===== src/rtl/doro_sweep_pkg.sv =====
// Shared definitions for the doro truth-table sweeper: state encoding,
// default vector width and the golden doro truth table.
package doro_sweep_pkg;

  typedef enum logic [1:0] {IDLE, WAIT, DONE} state_t;

  localparam int VEC_W_DEF = 4;

  // F = A&~B | ~C&D, bit i is F for abcd == i
  localparam logic [15:0] GOLDEN_TT = 16'h2F22;

endpackage


===== src/rtl/doro_sweep_cnt.sv =====
// Settle down-counter and vector counter for the doro sweep; sample fires on
// the settle terminal count, and the vector stops at its last value.
module doro_sweep_cnt
  import doro_sweep_pkg::*;
#(
  parameter int VEC_W  = VEC_W_DEF,
  parameter int SETTLE = 1
) (
  input  logic             clk,
  input  logic             rst_n,
  input  logic             clear,
  input  logic             enable,
  output logic [VEC_W-1:0] vec,
  output logic             sample,
  output logic             last
);

  localparam logic [7:0] RELOAD = 8'(SETTLE - 1);

  logic [7:0] cnt;

  assign sample = enable && (cnt == 8'd0);
  assign last   = (vec == {VEC_W{1'b1}});

  // terminal compare precedes the increment, so vec never wraps
  always_ff @(posedge clk) begin
    if (!rst_n) begin
      vec <= '0;
      cnt <= '0;
    end else if (clear) begin
      vec <= '0;
      cnt <= RELOAD;
    end else if (enable) begin
      if (cnt != 8'd0) begin
        cnt <= cnt - 8'd1;
      end else if (!last) begin
        vec <= vec + VEC_W'(1);
        cnt <= RELOAD;
      end
    end
  end

endmodule


===== src/rtl/doro_sweep_ctrl.sv =====
// Sweeps a doro cell through every input vector and captures F into a truth
// table. Define DORO_SWEEP_CHECK_EN to compare each sample against GOLDEN_TT.
//
// state | meaning
// IDLE  | waiting for start; table_out/table_valid hold the last sweep
// WAIT  | driving abcd=vec, settling then sampling f_in
// DONE  | one-cycle completion pulse
module doro_sweep_ctrl
  import doro_sweep_pkg::*;
#(
  parameter int VEC_W  = VEC_W_DEF,
  parameter int SETTLE = 1
) (
  input  logic                  clk,
  input  logic                  rst_n,
  input  logic                  start,
  input  logic                  hold,
  output logic [VEC_W-1:0]      abcd,
  input  logic                  f_in,
  output logic                  busy,
  output logic                  done,
  output logic [2**VEC_W-1:0]   table_out,
  output logic                  table_valid,
  output logic                  err,
  output logic [VEC_W-1:0]      err_vec
);

  localparam int TBL_W = 2**VEC_W;

  if (SETTLE < 1 || SETTLE > 255) begin : g_bad_settle
    $error("doro_sweep_ctrl: SETTLE must be within 1..255");
  end

  state_t           state, state_nxt;
  logic             accept;
  logic             cnt_en;
  logic             sample;
  logic             last;
  logic [VEC_W-1:0] vec;

  assign cnt_en = (state == WAIT) && !hold;

  doro_sweep_cnt #(
    .VEC_W  (VEC_W),
    .SETTLE (SETTLE)
  ) u_cnt (
    .clk    (clk),
    .rst_n  (rst_n),
    .clear  (accept),
    .enable (cnt_en),
    .vec    (vec),
    .sample (sample),
    .last   (last)
  );

  always_ff @(posedge clk) begin
    if (!rst_n) state <= IDLE;
    else        state <= state_nxt;
  end

  always_comb begin
    state_nxt = state;
    accept    = 1'b0;
    case (state)
      IDLE: begin
        if (start) begin
          accept    = 1'b1;
          state_nxt = WAIT;
        end
      end
      WAIT:    if (sample && last) state_nxt = DONE;
      DONE:    state_nxt = IDLE;
      default: state_nxt = IDLE;
    endcase
  end

  assign abcd = vec;
  assign busy = (state == WAIT);
  assign done = (state == DONE);

  // table_out is overwritten bit by bit rather than cleared on start
  always_ff @(posedge clk) begin
    if (!rst_n) begin
      table_out   <= '0;
      table_valid <= 1'b0;
    end else begin
      if (accept)              table_valid <= 1'b0;
      else if (sample && last) table_valid <= 1'b1;
      if (sample) table_out[vec] <= f_in;
    end
  end

`ifdef DORO_SWEEP_CHECK_EN
  localparam logic [TBL_W-1:0] GOLDEN = TBL_W'(GOLDEN_TT);

  always_ff @(posedge clk) begin
    if (!rst_n) begin
      err     <= 1'b0;
      err_vec <= '0;
    end else if (accept) begin
      err     <= 1'b0;
      err_vec <= '0;
    end else if (sample && !err && (f_in != GOLDEN[vec])) begin
      err     <= 1'b1;
      err_vec <= vec;
    end
  end
`else
  assign err     = 1'b0;
  assign err_vec = '0;
`endif

endmodule


===== config.mk =====
export PLATFORM = sky130hd
export DESIGN_NAME = doro_sweep_ctrl
export DESIGN_NICKNAME = d
export VERILOG_FILES = /design/src/rtl/doro_sweep_pkg.sv /design/src/rtl/doro_sweep_cnt.sv /design/src/rtl/doro_sweep_ctrl.sv
export SDC_FILE = /design/constraint.sdc
export NUM_CORES = 1
export LEC_CHECK = 0
export CAP_MARGIN = 20
export CORE_ASPECT_RATIO = 0.75
export CORE_MARGIN = 4
export CORE_UTILIZATION = 53
export DETAILED_ROUTE_END_ITERATION = 12
export PLACE_DENSITY = 0.83
export SKIP_LAST_GASP = 1
export SYNTH_ARGS = -nofsm -noshare
export SYNTH_HDL_FRONTEND = slang
export SYNTH_HIERARCHICAL = 1
export SYNTH_SLANG_ARGS = --single-unit

===== constraint.sdc =====
create_clock -name clk -period 3.6 [get_ports clk]
set_input_delay 0.72 -clock clk [delete_from_list [all_inputs] [get_ports clk]]
set_output_delay 0.72 -clock clk [all_outputs]
set_load 0.1 [all_outputs]

==> results_dict.tcl, run 1 <==
set metrics [dict create \
    run_status "complete, no violations" \
    grt_pass1_vias 1204 \
    switching_share 0.292 \
    critical-path-max-stage-delay_ns 1.14 \
    finalHoldViolations 0 \
    intPower_uw 510 \
    drt-wirelength-per-cell_um 15.1 \
    synth.yosys.seq_area_share 0.407 \
    clock_transition_time_at_the_flip_flop_clock_pins_of_the_worst_setup_and_hold_paths_ns 0.07 \
    slowest_stage "sky130_fd_sc_hd__clkdlybuf4s50_1" \
    synth_top_area_frac 0.407 \
    critPathLaunchType "flip-flop" \
    actual_slew_at_the_worst_max_slew_pin_ns 0.983 \
    setup_viol 0 \
    die_area_sq_um 3810 \
    max_freq_mhz 381 \
    flow.area_growth_from_synthesis_pct 22.0 \
    core_region_area_sq_um 2680 \
    buffer_ports.inserted 27 \
    final-max-slew-violation-count 0 \
    synthesis.instances 156 \
    worstPathMaxFanout 3 \
    layout_min_cycle_time_ns 2.62 \
    drt_iter0_drc 84 \
    critPathBufInv 1 \
    detail-route-antenna-nets 0 \
    via_count 1288 \
    p_sw_uw 210 \
    synth_edf_count 0 \
    place_congestion 0.790 \
    global_route_usage_sum 0.184 \
    power.clock.fraction 0.361 \
    timing.setup.tns_ns 0 \
    synth_ff_type "sky130_fd_sc_hd__dfxtp_1" \
    route.detailed.drc 0 \
    grt_start_max_net_pins 23 \
    pin_count 33 \
    max-cap-violations 0 \
    ctsLongestPathBuffers 2 \
    cts_setup_buffers 0 \
    fin_ws_ns 0.976 \
    grt_antenna_before_repair 0 \
    clock_skew_ns 0.00602 \
    peakVddDrop_v 0.000230 \
    required_ns 2.88 \
    ys_types 46 \
    grt_overflow 0 \
    synth-async-reset-ratio 0 \
    num_antenna_cells 0 \
    setup.worst_path.class "reg2out" \
    dp_worst_setup_slack_ns 0.786 \
    detailed_place_hpwl_um 2410 \
    period_share 0.729 \
    first_pass_grt_wire_length_um 5470 \
    synthesis.area_sq_um 1530 \
    timing.hold.worst.class "reg2reg" \
    number_of_sinks_driven_by_the_clock_tree 31 \
    number_of_nets_in_the_final_layout 192 \
    tritoncts "yes" \
    synth_warnings 6 \
    number_of_vias_per_cell 5.83 \
    cts_resized 0 \
    synth.largest_area_cell "sky130_fd_sc_hd__dfxtp_1" \
    yosys-top-cells-count "sky130_fd_sc_hd__dfxtp_1, sky130_fd_sc_hd__nand2_1, sky130_fd_sc_hd__o31ai_1" \
    synth_area_leaders "sky130_fd_sc_hd__dfxtp_1, sky130_fd_sc_hd__o31ai_1, sky130_fd_sc_hd__o211ai_1, sky130_fd_sc_hd__mux2i_1, sky130_fd_sc_hd__or3_1" \
    cellLeakagePower_nw 0.760 \
    initial_core_util 0.569 \
    timing.max_slew.rel_slack 0.342 \
    post_cts_hold_buffer_count 0 \
    rsz_0062_raised_after_global_routing "no" \
    syn_avg_cell_area_sq_um 9.79 \
    dr.pass1.iters 4 \
    cts_max_level 2 \
    postSynthRegisterBits 31 \
    cpLargestDelayFamily "buffers and inverters" \
    combinational_power_share 0.145 \
    die_h_um 54.5 \
    final_layout_size_suffix_gt1_frac 0.157 \
    placement_rows 16 \
    worst_ep_arrival_time_ns 1.90 \
    die-width_um 70.0 \
    setup.reg_to_reg.worst_slack_ns 1.20 \
    end_kind "primary output" \
    worstPathCellList "nor2b_1 > clkdlybuf4s50_1" \
    power_per_cell_area_nw_per_um2 386 \
    seqPwrFrac 0.494 \
    yosys.cell_count.top_type "sky130_fd_sc_hd__dfxtp_1" \
    cts_inserted_buffers 5 \
    cts.root.buffer_cell "sky130_fd_sc_hd__clkbuf_8" \
    wl_um 3330 \
    worst_skew_pair.late_latency_ns 0.28 \
]
## worst min-delay path: cells and delay by family, from the launching register on
kind | cells | cell delay (ns)
flops | 1 | 0.31
mux | 1 | 0.06
simple gates | 1 | 0.05
## area by class of cell
cell class,instances,area [sq um]
sequential,31,621
inverter,3,11.3
tap,36,45.0
clock buffer,5,68.8
clock inverter,3,15.0
timing repair buffer,28,265
multi-input combinational,115,837
fill,204,820
## state kept, by name, summed over array words and instances, names as in the netlist
name / cells
table_out: 16
table_valid: 1
u_cnt/cnt: 8
u_cnt/vec: 4
state: 2
## worst paths after layout
kind                      from           end  depth (start not counted)
hold / removal    table_out[8]  table_out[8]                          2
setup reg to reg      state[0]  table_out[3]                          6
setup / recovery      state[1]          done                          2
hold reg to reg   table_out[8]  table_out[8]                          2
## routing by layer
| metal | part of all wire | up-vias | wire, um | track usage |
|---|---|---|---|---|
| li1 | - | 631 | - | - |
| met1 | 0.49 | 614 | 1640 | 0.239 |
| met2 | 0.44 | 36 | 1470 | 0.287 |
| met3 | 0.054 | 7 | 179 | 0.0550 |
| met4 | 0.014 | 0 | 48 | 0.0796 |
| met5 | 0 | - | 0 | 0 |
## power groups by stage
stage	clock, mW	combinational (mW)	sequential [mW]
finish	0.260	0.104	0.355
floorplan	0	0.0833	0.370
global route	0.281	0.112	0.356
global placement	0	0.101	0.362
CTS	0.265	0.104	0.355
detailed placement	0	0.103	0.363
## layout by cell type, fill, tap and decap left out, types with 3 or more instances in the layout
cell,instances
sky130_fd_sc_hd__or3_1,7
sky130_fd_sc_hd__clkinv_2,3
sky130_fd_sc_hd__nor2b_1,4
sky130_fd_sc_hd__clkbuf_8,5
sky130_fd_sc_hd__mux2i_1,5
sky130_fd_sc_hd__o31ai_1,10
sky130_fd_sc_hd__clkdlybuf4s50_1,22
sky130_fd_sc_hd__nor3b_1,3
sky130_fd_sc_hd__o211ai_1,9
sky130_fd_sc_hd__dfxtp_1,31
sky130_fd_sc_hd__nand2b_1,4
sky130_fd_sc_hd__conb_1,5
sky130_fd_sc_hd__nand2_1,11
sky130_fd_sc_hd__nor2_1,7
sky130_fd_sc_hd__o21ai_0,5
sky130_fd_sc_hd__a21oi_1,8
sky130_fd_sc_hd__ha_1,3
sky130_fd_sc_hd__buf_4,6
## cells by family (layout without fill, tap and decap cells)
kind of cell / after synthesis / count (layout) / share of synthesized area
xor gates and xnor gates: 3 / 3 / 0.0172
and+or+nand+nor: 55 / 55 / 0.239
muxes: 5 / 5 / 0.0328
AOI/OAI and AO/OA: 44 / 44 / 0.222
DFF: 31 / 31 / 0.407
buffers and inverters: 14 / 39 / 0.0549
other: 1 / 5 / 0.00246
adders and majority gates: 3 / 3 / 0.0246
## per-stage QoR
step / cell area, sq um / std cells / hold WS (ns) / util / power (mW)
after detailed placement: 1780 / 213 / 0.460 / 0.663 / 0.466
after global placement: 1780 / 213 / 0.451 / 0.663 / 0.463
after floorplan: 1540 / 160 / 0.450 / - / 0.453
final: 1860 / 221 / 0.473 / 0.694 / 0.720
after global routing: 1860 / 221 / 0.483 / 0.694 / 0.749
after CTS: 1860 / 221 / 0.476 / 0.694 / 0.724
Power figures use the tool's default switching activity.
==> run 2, diff against run 1 <==
CORE_UTILIZATION = 45   (was 53)
PLACE_DENSITY = 0.75   (was 0.83)
clock period = 2.3 ns   (was 3.6 ns; I/O delays follow)
==> run 2 against run 1 <==
Core utilization shrank 11 points; register-to-register slack lost 0.96 ns; first-iteration DRC count is the same; clock power grew 55%; clock skew shrank 0.0019 ns; sequential share of layout area shrank 0.57 points; combinational power grew 66%; critical path depth grew 6; power grew 57%; hold slack lost 0.0041 ns; non-clock buffer count grew 4; final cell count grew 3.6%.
==> results_dict.tcl, run 2 (same netlist as run 1, synthesis figures left out) <==
set metrics [dict create \
    stdcell_area_sq_um 1900 \
    drt-wirelength-per-cell_um 15.0 \
    largest_register_ffs 16 \
    place_congestion 0.725 \
    global_route_usage_sum 0.173 \
    flow.area_growth_from_synthesis_pct 24.2 \
    grt_pass1_vias 1223 \
    end_kind "flip-flop" \
    drt_iter0_drc 84 \
    die-width_um 75.3 \
    finalHoldViolations 0 \
    timing.setup.tns_ns 0 \
    timing.hold.worst.class "reg2reg" \
    grt_antenna_before_repair 0 \
    cts.root.buffer_cell "sky130_fd_sc_hd__clkbuf_8" \
    busiest_layer "met2" \
    core_region_area_sq_um 3270 \
    grt_start_max_net_pins 19 \
    placed_area_sq_um 1810 \
    max_freq_mhz 486 \
    global_route.usage.met2 0.254 \
    dr.pass1.iters 4 \
    via_count 1281 \
    first_pass_grt_wire_length_um 5810 \
    number_of_vias_per_cell 5.59 \
    buffer_ports.inserted 27 \
    placement_rows 18 \
    worstPathMaxFanout 8 \
    number_of_sinks_driven_by_the_clock_tree 31 \
    detail-route-antenna-nets 0 \
    detailed_place_hpwl_um 2590 \
    crit-reg2reg-launch "u_cnt/cnt[0]" \
    final_cells 229 \
    number_of_nets_in_the_final_layout 196 \
    crit-reg2reg-capture "table_out[2]" \
    regMostFlops "table_out" \
    setup.reg_to_reg.worst_slack_ns 0.24 \
    power_per_cell_area_nw_per_um2 597 \
    die_h_um 58.4 \
    critical-path-max-stage-delay_ns 0.35 \
    final-max-slew-violation-count 0 \
    global_route.usage.met3 0.0512 \
    pin_count 33 \
    crit_path_end "table_out[2]" \
    power.clock.fraction 0.355 \
    placed_cells 221 \
    initial_core_util 0.467 \
    ff2ff_path_depth 8 \
    clock_skew_ns 0.00410 \
    max-cap-violations 0 \
    crit_start "u_cnt/cnt[0]" \
    wl_um 3430 \
    worst_skew_pair.late_latency_ns 0.27 \
    peakVddDrop_v 0.000392 \
    slowest_stage "sky130_fd_sc_hd__and3_1" \
    setup.worst_path.class "reg2reg" \
    cts_setup_buffers 0 \
    final_layout_size_suffix_gt1_frac 0.275 \
    grt_overflow 0 \
    clock_transition_time_at_the_flip_flop_clock_pins_of_the_worst_setup_and_hold_paths_ns 0.06 \
    critical_path_depth 8 \
    registers_with_the_most_flip_flops "table_out: 16 flops, u_cnt/cnt: 8 flops, u_cnt/vec: 4 flops" \
    route.detailed.drc 0 \
    layout_min_cycle_time_ns 2.06 \
    num_antenna_cells 0 \
    critPathBufInv 2 \
    most-common-layout-cells "sky130_fd_sc_hd__dfxtp_1, sky130_fd_sc_hd__buf_4, sky130_fd_sc_hd__nand2_1, sky130_fd_sc_hd__o31ai_1, sky130_fd_sc_hd__o211ai_1" \
    cpLargestDelayFamily "simple AND/OR/NAND/NOR gates" \
    cellLeakagePower_nw 0.826 \
    post_cts_hold_buffer_count 0 \
    die_area_sq_um 4400 \
    tritoncts "yes" \
    worstPathCellList "inv_1 > ha_1 > nor3b_2 > and3_1 > buf_4 > nand3b_4 > o311ai_1 > o41ai_1" \
    cts_inserted_buffers 5 \
    use_met1 0.236 \
    critPathLaunchType "flip-flop" \
    combinational_power_share 0.153 \
    holdPathStages 2 \
    layout.cells.most_common "sky130_fd_sc_hd__dfxtp_1" \
    timing.max_slew.rel_slack 0.555 \
    required_ns 2.44 \
    ctsLongestPathBuffers 2 \
    switching_share 0.284 \
    run_status "complete, no violations" \
    setup_viol 0 \
    whs_ns 0.469 \
    fin_ws_ns 0.244 \
    rsz_0062_raised_after_global_routing "no" \
    worst_ep_arrival_time_ns 2.19 \
    seqPwrFrac 0.492 \
    dp_worst_setup_slack_ns 0.126 \
    actual_slew_at_the_worst_max_slew_pin_ns 0.666 \
    intPower_uw 810 \
    p_sw_uw 321 \
    period_share 0.894 \
    cts_max_level 2 \
]
## run 2: per-layer routing
layer  wire length, um  up-vias  share of wire
met2              1540       36           0.45
met5                 0        -              0
met4                46        0          0.013
met1              1630      602           0.48
li1                  -      639              -
met3               215        4          0.063
## run 2: worst min-delay path by stage
stage	start	to	slack (ns)
6_report	table_out[4]	table_out[4]	0.47
5_1_grt	table_out[12]	table_out[12]	0.50
4_1_cts	table_out[4]	table_out[4]	0.47
3_5_place_dp	table_out[4]	table_out[4]	0.46
3_3_place_gp	table_out[4]	table_out[4]	0.45
2_1_floorplan	u_cnt/cnt[0]	u_cnt/cnt[0]	0.45
## run 2: layout make-up
type,instances,area (sq um)
Fill cell,264,1370
Multi-Input combinational cell,115,857
Sequential cell,31,621
Timing Repair Buffer,32,275
Clock buffer,7,76.3
Tap cell,40,50.0
Inverter,3,11.3
Clock inverter,1,5.00
## run 2: per-stage QoR
stage / utilization / power, mW
after detailed placement: 0.554 / 0.739
after global routing: 0.580 / 1.17
final: 0.580 / 1.13
after CTS: 0.579 / 1.14
after floorplan: - / 0.713
after global placement: 0.554 / 0.734
## run 2: worst register-to-register path: cells and delay by family, from the launching register on
family | cells | cell delay, ns
AO/OA/AOI/OAI | 2 | 0.38
adder cells (fa/ha/maj) | 1 | 0.18
buffers and inverters | 2 | 0.30
flip-flops | 1 | 0.32
AND/OR/NAND/NOR | 3 | 0.74
## run 2: repair_timing
action,4_1_cts,5_1_grt
endpoints found under the setup margin,0,13
endpoints found under the hold margin,0,0
gates resized for setup,0,1
## run 2: power groups by stage
stage               Clock (mW)  Combinational (mW)  Sequential, mW
CTS                      0.414               0.172           0.556
global placement             0               0.166           0.567
finish                   0.402               0.173           0.557
global route             0.431               0.186           0.559
floorplan                    0               0.133           0.579
detailed placement           0               0.171           0.568
==> run 3, diff against run 2 <==
CORE_UTILIZATION = 60   (was 45)
DONT_BUFFER_PORTS = 1   (was not set)
PLACE_DENSITY = 0.76   (was 0.75)
REMOVE_ABC_BUFFERS = 1   (was not set)
clock period = 2.53 ns   (was 2.3 ns; I/O delays follow)
==> run 3 against run 2 <==
Combinational power down 18%; setup slack better by 0.016 ns; via count down 0.16%; global-route usage up 5.0 points; first-iteration DRC count down 1.2%; sequential power down 9.5%; power down 7.4%; core utilization up 17 points; largest cell class unchanged.
==> results_dict.tcl, run 3 (same netlist as run 1, synthesis figures left out) <==
set metrics [dict create \
    placed_cells 207 \
    grt_start_max_net_pins 23 \
    setup.worst_path.class "reg2reg" \
    max-cap-violations 0 \
    end_kind "flip-flop" \
    clock_skew_ns 0.0101 \
    tritoncts "yes" \
    number_of_vias_per_cell 5.95 \
    dr.pass1.iters 4 \
    worstPathCellList "inv_1 > ha_1 > nor3b_1 > and3_1 > nand3_2 > o311ai_2 > o41ai_2" \
    cts.root.buffer_cell "sky130_fd_sc_hd__clkbuf_4" \
    cts_setup_buffers 0 \
    peakVddDrop_v 0.000344 \
    ctsLongestPathBuffers 2 \
    rsz_0062_raised_after_global_routing "no" \
    number_of_sinks_driven_by_the_clock_tree 31 \
    global_route_usage_sum 0.223 \
    final_cells 215 \
    hold_start "rst_n" \
    cpLargestDelayFamily "simple AND/OR/NAND/NOR gates" \
    sequential_cell_area_sq_um 621 \
    worst_skew_pair.late_latency_ns 0.33 \
    detailed_place_hpwl_um 2460 \
    buffer_ports.inserted 0 \
    finalHoldViolations 0 \
    pin_count 33 \
    crit-reg2reg-launch "u_cnt/cnt[0]" \
    setup_viol 0 \
    worst_ep_arrival_time_ns 2.48 \
    ff2ff_path_depth 7 \
    multiInputGateArea_sq_um 842 \
    max_freq_mhz 441 \
    hold_end "state[0]" \
    core_region_area_sq_um 2360 \
    setup.reg_to_reg.worst_slack_ns 0.26 \
    placement_rows 15 \
    power_per_cell_area_nw_per_um2 588 \
    first_pass_grt_wire_length_um 5750 \
    largest_register_ffs 16 \
    critPathLaunchType "flip-flop" \
    drt-wirelength-per-cell_um 15.5 \
    via_count 1279 \
    grt_antenna_before_repair 0 \
    timing.hold.worst.class "in2reg" \
    timing.max_slew.rel_slack 0.564 \
    number_of_nets_in_the_final_layout 188 \
    place_congestion 0.820 \
    worstPathMaxFanout 9 \
    layout.cells.most_common "sky130_fd_sc_hd__dfxtp_1" \
    most-common-layout-cells "sky130_fd_sc_hd__dfxtp_1, sky130_fd_sc_hd__buf_4, sky130_fd_sc_hd__nand2_1, sky130_fd_sc_hd__o31ai_1, sky130_fd_sc_hd__o211ai_1" \
    fillCellCount 184 \
    die_h_um 51.7 \
    grt_overflow 0 \
    route.detailed.drc 0 \
    layout_min_cycle_time_ns 2.27 \
    die-width_um 66.2 \
    initial_core_util 0.646 \
    clock_transition_time_at_the_flip_flop_clock_pins_of_the_worst_setup_and_hold_paths_ns 0.10 \
    regMostFlops "table_out" \
    period_share 0.897 \
    timing.setup.tns_ns 0 \
    slowest_stage "sky130_fd_sc_hd__and3_1" \
    drt_iter0_drc 83 \
    detail-route-antenna-nets 0 \
    wl_um 3340 \
    run_status "complete, no violations" \
    critical-path-max-stage-delay_ns 0.49 \
    cellLeakagePower_nw 0.783 \
    cts_resized 0 \
    num_antenna_cells 0 \
    flow.area_growth_from_synthesis_pct 16.8 \
    registers_with_the_most_flip_flops "table_out: 16 flops, u_cnt/cnt: 8 flops, u_cnt/vec: 4 flops" \
    final_layout_size_suffix_gt1_frac 0.271 \
    cts_inserted_buffers 5 \
    post_cts_hold_buffer_count 0 \
    holdPathStages 1 \
    cts_max_level 2 \
    grt_pass1_vias 1198 \
    die_area_sq_um 3420 \
    actual_slew_at_the_worst_max_slew_pin_ns 0.654 \
    crit-reg2reg-capture "table_out[3]" \
    critPathBufInv 1 \
    final-max-slew-violation-count 0 \
    required_ns 2.74 \
]
==> run 3: final cells by class <==
| class | count | share of cell area |
|---|---|---|
| timing repair buffer | 24 | 0.101 |
| sequential | 31 | 0.348 |
| tap | 34 | 0.0239 |
| clock buffer | 6 | 0.0288 |
| multi-input combinational | 115 | 0.472 |
| clock inverter | 2 | 0.0196 |
| inverter | 3 | 0.00632 |
==> run 3: power by group <==
part / internal [mW] / total (mW) / switching (mW)
Clock: 0.233 / 0.404 / 0.170
Combinational: 0.0366 / 0.141 / 0.104
Sequential: 0.496 / 0.504 / 0.00794
Total: 0.766 / 1.05 / 0.282
==> run 3: worst max path at each step <==
stage                 startpoint             to  slack, ns  cells past startpoint
global route        u_cnt/cnt[0]   table_out[3]       0.06                      7
CTS                 u_cnt/cnt[0]   table_out[3]       0.29                      7
detailed placement  u_cnt/cnt[0]   table_out[3]       0.31                      7
finish              u_cnt/cnt[0]   table_out[3]       0.26                      7
floorplan               state[0]   table_out[3]      -0.93                      6
global placement    u_cnt/cnt[0]  table_out[12]       0.43                      7
==> run 3: stage by stage <==
stage,power (mW),setup slack [ns],area [sq um],hold WS [ns],util
after floorplan,0.632,-0.928,1470,0.450,-
after global placement,0.650,0.434,1700,0.458,0.717
after detailed placement,0.654,0.311,1700,0.481,0.717
after CTS,1.06,0.294,1780,0.290,0.754
after global routing,1.10,0.0553,1780,0.293,0.754
final,1.05,0.260,1780,0.308,0.754
==> run 3: layer usage <==
layer  global-route usage  vias to the layer above  wire [um]
met5                    0                        -          0
met4                0.101                        0         57
met3               0.0929                        8        320
met2                0.323                       50       1540
met1                0.289                      602       1430
li1                     -                      619          -
